--- src/rtl/uart_arb_pkg.sv ---
// Shared definitions for the UART transmit arbiter.
//   arb_state_e : arbiter FSM states (StIdle, StLock, StDrain)
//   UART_DAT_W  : byte width on every requester and on the TX core interface
//   clog2_min1  : ceil(log2(n)) with a floor of 1, for index widths
package uart_arb_pkg;

  localparam int unsigned UART_DAT_W = 8;

  typedef enum logic [1:0] {
    StIdle,
    StLock,
    StDrain
  } arb_state_e;

  // An index into a 1- or 2-entry vector still needs one bit.
  function automatic int unsigned clog2_min1(input int unsigned n);
    return (n <= 2) ? 1 : $clog2(n);
  endfunction

endpackage

--- src/rtl/uart_rr_pick.sv ---
// Combinational requester picker for the UART transmit arbiter.
// Default build: round-robin, searching upward from last_grant+1 and wrapping.
// With UART_TX_ARB_PRIO_EN defined: strict priority, lowest index wins, and
// last_grant is ignored.
// Ports:
//   req        in   NUM_REQ  request vector
//   last_grant in   GNT_W    most recently served requester
//   pick       out  GNT_W    chosen requester (valid when any=1)
//   any        out  1        at least one request is set
module uart_rr_pick
  import uart_arb_pkg::*;
#(
  parameter int unsigned NUM_REQ = 2,
  parameter int unsigned GNT_W   = clog2_min1(NUM_REQ)
) (
  input  logic [NUM_REQ-1:0] req,
  input  logic [GNT_W-1:0]   last_grant,
  output logic [GNT_W-1:0]   pick,
  output logic               any
);

  assign any = |req;

`ifdef UART_TX_ARB_PRIO_EN

  logic unused_last_grant;
  assign unused_last_grant = ^last_grant;

  always_comb begin
    pick = '0;
    for (int i = int'(NUM_REQ) - 1; i >= 0; i--) begin
      if (req[i]) pick = GNT_W'(i);
    end
  end

`else

  // Requests strictly above last_grant take precedence; if there are none the
  // search wraps around to the lowest set request.
  logic [NUM_REQ-1:0] hi_req;

  always_comb begin
    hi_req = '0;
    for (int unsigned i = 0; i < NUM_REQ; i++) begin
      hi_req[i] = req[i] && (i > 32'(last_grant));
    end
  end

  always_comb begin
    pick = '0;
    for (int i = int'(NUM_REQ) - 1; i >= 0; i--) begin
      if (req[i]) pick = GNT_W'(i);
    end
    if (|hi_req) begin
      for (int i = int'(NUM_REQ) - 1; i >= 0; i--) begin
        if (hi_req[i]) pick = GNT_W'(i);
      end
    end
  end

`endif

endmodule

--- src/rtl/uart_tx_arb.sv ---
// Packet-locked arbiter sharing one UART transmitter among NUM_REQ byte-stream
// requesters. A grant is held until the requester's last byte is accepted or
// until it stalls for TIMEOUT cycles mid-packet.
// Optional macro UART_TX_ARB_PRIO_EN: strict-priority arbitration (lowest index)
// instead of round-robin; packet lock and timeout are unchanged.
// Ports:
//   clk       in   1            system clock
//   rst       in   1            synchronous active-high reset
//   req_dat   in   NUM_REQ*8    requester i byte at [8i+7:8i]
//   req_valid in   NUM_REQ      per-requester byte valid
//   req_last  in   NUM_REQ      final byte of packet (qualified by req_valid)
//   req_ready out  NUM_REQ      per-requester accept
//   tx_dat    out  8            byte to UART TX core
//   tx_wr_ev  out  1            write request, held until tx_ready
//   tx_ready  in   1            TX core accepts tx_dat when tx_wr_ev=1
//   grant_id  out  GNT_W        current or last granted requester
//   busy      out  1            arbiter not idle
module uart_tx_arb
  import uart_arb_pkg::*;
#(
  parameter int unsigned NUM_REQ = 2,
  parameter int unsigned TIMEOUT = 1000000,
  parameter int unsigned GNT_W   = clog2_min1(NUM_REQ)
) (
  input  logic                          clk,
  input  logic                          rst,
  input  logic [NUM_REQ*UART_DAT_W-1:0] req_dat,
  input  logic [NUM_REQ-1:0]            req_valid,
  input  logic [NUM_REQ-1:0]            req_last,
  output logic [NUM_REQ-1:0]            req_ready,
  output logic [UART_DAT_W-1:0]         tx_dat,
  output logic                          tx_wr_ev,
  input  logic                          tx_ready,
  output logic [GNT_W-1:0]              grant_id,
  output logic                          busy
);

  localparam int unsigned CntW = $clog2(TIMEOUT + 1);

  arb_state_e            state_q, state_d;
  logic [GNT_W-1:0]      grant_q, grant_d;
  logic [GNT_W-1:0]      last_q, last_d;
  logic [UART_DAT_W-1:0] dat_q, dat_d;
  logic                  wr_q, wr_d;
  logic [CntW-1:0]       cnt_q, cnt_d;

  logic [GNT_W-1:0]      pick_idx;
  logic                  pick_any;

  logic [UART_DAT_W-1:0] dat_sel;
  logic                  vld_g, last_g, rdy_g, in_xfer, out_xfer;

  uart_rr_pick #(
    .NUM_REQ (NUM_REQ),
    .GNT_W   (GNT_W)
  ) u_pick (
    .req        (req_valid),
    .last_grant (last_q),
    .pick       (pick_idx),
    .any        (pick_any)
  );

  // Granted requester's signals and its accept.
  always_comb begin
    dat_sel   = '0;
    vld_g     = 1'b0;
    last_g    = 1'b0;
    req_ready = '0;
    // The holding register frees up in the same cycle the TX core drains it.
    rdy_g     = (state_q == StLock) && (!wr_q || tx_ready);
    for (int unsigned i = 0; i < NUM_REQ; i++) begin
      if (grant_q == GNT_W'(i)) begin
        dat_sel      = req_dat[i*UART_DAT_W +: UART_DAT_W];
        vld_g        = req_valid[i];
        last_g       = req_last[i];
        req_ready[i] = rdy_g;
      end
    end
    in_xfer  = rdy_g && vld_g;
    out_xfer = wr_q && tx_ready;
  end

  always_comb begin
    state_d = state_q;
    grant_d = grant_q;
    last_d  = last_q;
    dat_d   = dat_q;
    wr_d    = wr_q;
    cnt_d   = cnt_q;

    unique case (state_q)
      StIdle: begin
        if (pick_any) begin
          grant_d = pick_idx;
          cnt_d   = '0;
          state_d = StLock;
        end
      end
      StLock: begin
        if (in_xfer) begin
          // A new byte overrides a simultaneous drain: tx_wr_ev stays high.
          dat_d = dat_sel;
          wr_d  = 1'b1;
          cnt_d = '0;
          if (last_g) state_d = StDrain;
        end else begin
          if (out_xfer) wr_d = 1'b0;
          if (cnt_q >= CntW'(TIMEOUT - 1)) state_d = StDrain;
          if (cnt_q != CntW'(TIMEOUT)) cnt_d = cnt_q + 1'b1;
        end
      end
      StDrain: begin
        if (!wr_q || tx_ready) begin
          wr_d    = 1'b0;
          last_d  = grant_q;
          state_d = StIdle;
        end
      end
      default: state_d = StIdle;
    endcase
  end

  always_ff @(posedge clk) begin
    if (rst) begin
      state_q <= StIdle;
      grant_q <= '0;
      last_q  <= GNT_W'(NUM_REQ - 1);
      dat_q   <= '0;
      wr_q    <= 1'b0;
      cnt_q   <= '0;
    end else begin
      state_q <= state_d;
      grant_q <= grant_d;
      last_q  <= last_d;
      dat_q   <= dat_d;
      wr_q    <= wr_d;
      cnt_q   <= cnt_d;
    end
  end

  assign tx_dat   = dat_q;
  assign tx_wr_ev = wr_q;
  assign grant_id = grant_q;
  assign busy     = (state_q != StIdle);

endmodule

--- config.mk ---
export PLATFORM = sky130hd
export DESIGN_NAME = uart_tx_arb
export DESIGN_NICKNAME = d
export VERILOG_FILES = /design/src/rtl/uart_arb_pkg.sv /design/src/rtl/uart_rr_pick.sv /design/src/rtl/uart_tx_arb.sv
export SDC_FILE = /design/constraint.sdc
export NUM_CORES = 1
export LEC_CHECK = 0
export CORE_AREA = 2 2 66 68
export DETAILED_ROUTE_END_ITERATION = 7
export DIE_AREA = 0 0 68 70
export GPL_ROUTABILITY_DRIVEN = 1
export HOLD_SLACK_MARGIN = 0.1
export PLACE_DENSITY = 0.7
export SYNTH_ARGS = -nofsm -noshare
export SYNTH_HDL_FRONTEND = slang
export SYNTH_SLANG_ARGS = --single-unit
--- constraint.sdc ---
create_clock -name clk -period 2.4 [get_ports clk]
set_clock_uncertainty 0.05 [all_clocks]
set_input_delay 0.36 -clock clk [delete_from_list [all_inputs] [get_ports clk]]
set_output_delay 0.36 -clock clk [all_outputs]
set_load 0.01 [all_outputs]
==> impl_metrics.csv <==
group,metric,value,unit
outcome,status,"completed",
min_path,hold_class,"reg2reg",
clock_network,clk_latency,0.28,ns
cells_and_area,ff_latch_area,661,sq um
synth,synth_area,0.00175,sq mm
cells_and_area,drive_gt1_share,9.13,%
clock_network,hold_buffers,0,
synth,synth_top_flop_cell,"dfxtp_1",
global_routing,antenna_found_initial,0,
synth,synth_enable_flop_cells,0,
global_routing,grt_max_degree,20,
placement,preCtsSetupSlack,0.222,ns
clock_network,cts-resized-gates,0,
synth,syn_inst,198,
cells_and_area,diodes,0,
placement,port-buffer-count,35,
synth,syn_nets,223,
sta,fin_setup_tns,0,ns
sta,fin_crit,2.24,ns
sta,layout_setup_ws,0.161,ns
setup_path,worstPathArrival,1.83,ns
detailed_routing,drt_wl_total,3.78,mm
clock_network,cts_tree,"yes",
global_routing,overflow,0,
synth,yosysUniqueCellTypes,45,
setup_path,end_kind,"output pin",
synth,async_flop_share,0,%
sta,setup_viol,0,
sta,finalHoldViolCount,0,
synth,yosysWarnings,0,
synth,syn_area_per_cell,8.86,sq um
setup_path,crit_path_cell_trace,"inv_1, nor4_1, clkdlybuf4s50_1",
setup_path,cp_max_fo,10,
detailed_routing,vias_per_cell,5.46,
placement,gp_congestion,0.737,
global_routing,grt_usage,17.4,%
cells_and_area,nFillCells,388,
power_and_ir_drop,ir_drop,257,uV
floorplan,core,0.00414,sq mm
sta,slew_headroom,69.2,%
floorplan,start_util,42.3,%
clock_network,numCtsBuffers,5,
cells_and_area,multiInputGateArea,0.00103,sq mm
sta,worst_pin_slew,0.459,ns
setup_path,critPathMaxStageDelay,0.58,ns
clock_network,cts.htree.levels,2,
cells_and_area,fin_nets,265,
setup_path,critPathBufInv,2,
clock_network,clkTransAtPathRegs,0.06,ns
detailed_routing,drtPass1Iterations,4,
floorplan,rows,24,
clock_network,post-cts-setup-buffers,0,
sta,slew_viol_final,0,
clock_network,cts_num_sinks,33,
synth,seq_area_frac_synth,37.7,%
cells_and_area,finish.instance_area,0.00227,sq mm
sta,finalCritPeriodShare,93.3,%
floorplan,pin_count,36,
clock_network,clockBufferDepth,2,
cells_and_area,final_common_cell,"clkdlybuf4s50_1",
cells_and_area,final_cell_mix,"clkdlybuf4s50_1, dfxtp_1, nor2_1, o21ai_0, mux2i_1",
sta,rsz0062_at_grt,"false",
power_and_ir_drop,cellPowerDensity,597,mW/mm^2
cells_and_area,areaGrowthSynthToFinish,29.5,%
placement,dpl.hpwl,2.77,mm
detailed_routing,vias,1600,
power_and_ir_drop,p_leak,0.768,nW
clock_network,clockRootBuffer,"clkbuf_8",
floorplan,die_h,70,microns
sta,fin_hold_ws,0.443,ns
job,cap_violations,0,
floorplan,dieArea,0.00476,sq mm
synth,ys_seq_elements,33,
global_routing,grt_pass1_wl,6.42,mm
global_routing,grt_pass1_vias,1489,
floorplan,die_width,68,microns
setup_path,worstSetupPathType,"reg2out",
sta,clock.fmax,0.447,GHz
detailed_routing,drt_iter0_drc,54,
setup_path,critPathLaunchType,"flop",
detailed_routing,routedWlPerCell,12.9,microns
placement,placed_cell_area,0.00219,sq mm
setup_path,required,1.99,ns
detailed_routing,drc,0,
detailed_routing,ant_nets,0,
setup_path,critical_path.slowest_cell,"clkdlybuf4s50_1",
setup_path,critPathTopFamily,"buffers and inverters",
kinds of logic after synthesis:
group	Yosys count	synth area share, %
flip-flops	33	37.7
multiplexers	11	6.28
buffers and inverters	16	3.71
AO/OA/AOI/OAI	48	18.5
adder cells (fa/ha/maj)	2	1.43
AND/OR/NAND/NOR	78	27.4
XOR/XNOR	10	4.99
final cells by class:
cell class	count	area share, %
multi-input combinational	149	45.3
clock buffer	8	3.53
tap	52	2.87
inverter	9	1.49
timing repair buffer	42	17.7
sequential	33	29.1
where the power goes:
group / internal, mW / total, mW / leakage [nW] / switching [mW]
logic: 0.178 / 0.345 / 0.461 / 0.167
clock network: 0.206 / 0.392 / 0.0395 / 0.186
registers: 0.584 / 0.618 / 0.268 / 0.0338
layer usage:
| metal | vias up | GRT usage [%] | wire, microns |
|---|---|---|---|
| met1 | 744 | 20.7 | 1730 |
| met5 | - | 0 | 0 |
| li1 | 819 | - | - |
| met4 | 0 | 6.67 | 61 |
| met3 | 7 | 5.80 | 241 |
| met2 | 30 | 28.3 | 1750 |
tightest hold or removal path: cells and delay by family (launching register included):
family           cells  cell delay [ns]
flip-flops           1             0.31
AO/OA/AOI/OAI        1             0.05
AND/OR/NAND/NOR      1             0.09
worst paths after layout:
check                                              from                     end  slack [ns]  cells after the start
worst max-delay path            state_q[0]$_SDFFE_PP0P_            req_ready[0]        0.16                      3
worst min register to register   tx_dat[1]$_SDFFE_PP0P_  tx_dat[1]$_SDFFE_PP0P_        0.44                      2
worst min-delay path             tx_dat[1]$_SDFFE_PP0P_  tx_dat[1]$_SDFFE_PP0P_        0.44                      2
worst max register to register    cnt_q[0]$_SDFFE_PP0P_  cnt_q[14]$_SDFFE_PP0P_        0.55                      6
cells in the mapped netlist, types with 2 or more instances:
| cell type | count | area, sq um |
|---|---|---|
| a311oi_1 | 2 | 17.5 |
| nand2_1 | 10 | 37.5 |
| o31ai_1 | 2 | 15.0 |
| o21ai_0 | 13 | 65.1 |
| buf_2 | 4 | 20.0 |
| xor2_1 | 6 | 52.6 |
| xnor2_1 | 4 | 35.0 |
| dfxtp_1 | 33 | 661 |
| nor4_1 | 4 | 25.0 |
| nor2b_1 | 3 | 18.8 |
| a211oi_1 | 9 | 67.6 |
| ha_1 | 2 | 25.0 |
| mux2i_1 | 11 | 110 |
| inv_1 | 9 | 33.8 |
| and4_1 | 3 | 26.3 |
| nand3_1 | 5 | 25.0 |
| nand4_1 | 4 | 25.0 |
| nor4_4 | 2 | 42.5 |
| clkbuf_1 | 2 | 7.51 |
| o2111ai_1 | 2 | 17.5 |
| and3_1 | 2 | 12.5 |
| or3_1 | 8 | 50.1 |
| a21oi_1 | 10 | 50.1 |
| o2111ai_2 | 2 | 30.0 |
| nor2_1 | 26 | 97.6 |
sequential cells by signal, summed over array words and instances, names as in the netlist:
signal / flops
cnt_q: 20
grant_id: 1
last_q: 1
state_q: 2
tx_dat: 8
tx_wr_ev: 1
per-stage QoR:
stage | std cells | power, mW | util, %
after floorplan | 198 | 0.826 | -
after global placement | 285 | 0.972 | 52.9
after detailed placement | 285 | 0.977 | 52.9
after CTS | 293 | 1.38 | 54.8
after global routing | 293 | 1.44 | 54.8
final | 293 | 1.35 | 54.8
Note: power is estimated with default switching activity, not from simulation.
==> variant: new RTL, config.mk and constraints unchanged <==
The option `UART_TX_ARB_PRIO_EN` is turned on by a define.
--- a/src/rtl/uart_rr_pick.sv
+++ b/src/rtl/uart_rr_pick.sv
@@ -8,4 +8,6 @@
 //   pick       out  GNT_W    chosen requester (valid when any=1)
 //   any        out  1        at least one request is set
+`define UART_TX_ARB_PRIO_EN
+
 module uart_rr_pick
   import uart_arb_pkg::*;
Check against the original RTL: not equivalent (Yosys sat finds a counterexample within 10 cycles, from zero or initial values and one cycle with rst high).
==> variant against the original RTL <==
Register-to-register slack worse by 0.24 ns. Global-route usage decreased by 0.25 points. Critical path depth up 1. Final area is 1.8% lower. Sequential cell count is 1 lower. Total power up 3.8%. Utilization shrank 0.97 points. First-iteration DRC count shrank 39%. Synthesized area down 3.7%. Die area did not move. Hold slack gained 0.0034 ns. Routed wire length fell by 2.2%. Setup slack improved by 0.068 ns. Synthesized cell count is 2.5% higher. Critical path type unchanged.
==> variant: results (changes against the original RTL) <==
status=finished, final reports clean; Worst-Skew Late Latency=0.28 ns (about the same); critical-path maximum fanout=8 (-2); I/O Buffers=35 (unchanged); Setup Buffers After CTS=0 (unchanged); DPL Wire Length=2870 um (+3.5%); commonest cells in the synthesized netlist=dfxtp_1 (32), nor2_1 (26), a211oi_1 (13), a21oi_1 (13), nand2_1 (12); worst vdd rail ir drop=319 uV (+24%); ANT cells=0 (unchanged); Yosys cell types=44 (-2.2%); ranking of synthesized cells by area=dfxtp_1 (38%), mux2i_1 (5.9%), a211oi_1 (5.8%), nor2_1 (5.8%), xnor2_1 (4.1%); Post-synth ARST share=0 (unchanged); WP data arrival=1.76 ns (-0.07 ns); Slew HR=0.766 (+0.0738); initial DRC count=33 (-39%); layout cells sized above 1=0.106 (+0.0144); All-Layer GR Usage=0.171 (-0.00246); Post-Syn Nets=228 (+2.2%); Post-Route WL=3690 um (-2.2%); # fillers=386 (-0.52%); Max clock buf depth=2 (unchanged); number of CTS-inserted buffers=5 (unchanged); power share of the combinational group=0.263 (+0.008); sequential share of the synthesized area=0.379 (+0.00265); Pre-Repair DR Iteration Count=4 (unchanged); nets=271 (+2.3%); first-pass GRT wire length=6380 um (-0.75%); Sequential Power Share=0.426 (-0.030); Hold Buf Count CTS=0 (unchanged); largest net degree at the start of global routing=19 (-5.0%); GPL Wtd Cong=0.855 (+16%); slowest cell delay on critical path=0.56 ns (-0.02 ns); Leak=0.742 nW (-3.4%); post_cts resized=0 (unchanged); Setup WS pre-CTS=0.0320 ns (-0.190 ns); critical path's slowest cell=clkdlybuf4s50_1; root buf cell=clkbuf_8; internal power consumption=1.02 mW (+4.9%); CTS sink cnt=32 (-3.0%); largest delay contributor family on the critical path=buffers and inverters; Worst-path clk slew=0.06 ns (about the same); Biggest register=cnt_q; DR vias=1,574 (-1.6%); prevailing post-synth register cell=dfxtp_1; vias in the first global route=1,456 (-2.2%)
## variant: cell count changes in the layout (fill, tap and decap cells not counted), sizes merged, moves of 3 or more
cell     unedited run  this run
xnor2               4         8
or4                 1         4
o21ai              15        10
buf                 7        11
nor3                1         4
xor2                6         1
or3                 8         3
a21oi              10        13
o2111ai             4         0
a211oi              9        13
## variant: stage by stage
| stage | std cells | area, um^2 | total power, mW |
|---|---|---|---|
| after global routing | 298 | 2230 | 1.50 |
| after global placement | 291 | 2130 | 0.980 |
| after floorplan | 203 | 1690 | 0.812 |
| after detailed placement | 291 | 2130 | 0.983 |
| after CTS | 298 | 2230 | 1.43 |
| final | 298 | 2230 | 1.41 |
## variant: worst min-delay path, cell delays in order (launching register included)
cell and delay [ns]:
dfxtp_1 0.31, nor2_1 0.09, a211oi_1 0.05
## variant: layout make-up
type	count	area share
inverter	8	0.0135
timing repair buffer	46	0.194
sequential	32	0.287
clock buffer	7	0.0432
tap	52	0.0292
multi-input combinational	153	0.433
## variant: per-layer routing
layer	track usage	wire, um	vias up
li1	-	-	836
met1	0.217	1720	688
met2	0.254	1660	44
met3	0.0709	258	6
met4	0.0711	53	0
met5	0	0	-
## variant: worst paths after layout
path                    from            to  slack, ns  depth (start not counted)
setup / recovery  state_q[0]  req_ready[0]       0.23                          4
hold reg to reg    tx_dat[7]     tx_dat[7]       0.45                          2
hold / removal     tx_dat[7]     tx_dat[7]       0.45                          2
setup reg to reg    cnt_q[0]     cnt_q[14]       0.31                          6
## variant: cell families after synthesis
family,Yosys count,synth area share
AND/OR/NAND/NOR,83,0.265
AO/OA/AOI/OAI,49,0.186
flip-flops,32,0.379
buffers and inverters,18,0.0489
multiplexers,10,0.0593
XOR/XNOR,9,0.0467
adder cells (fa/ha/maj),2,0.0148
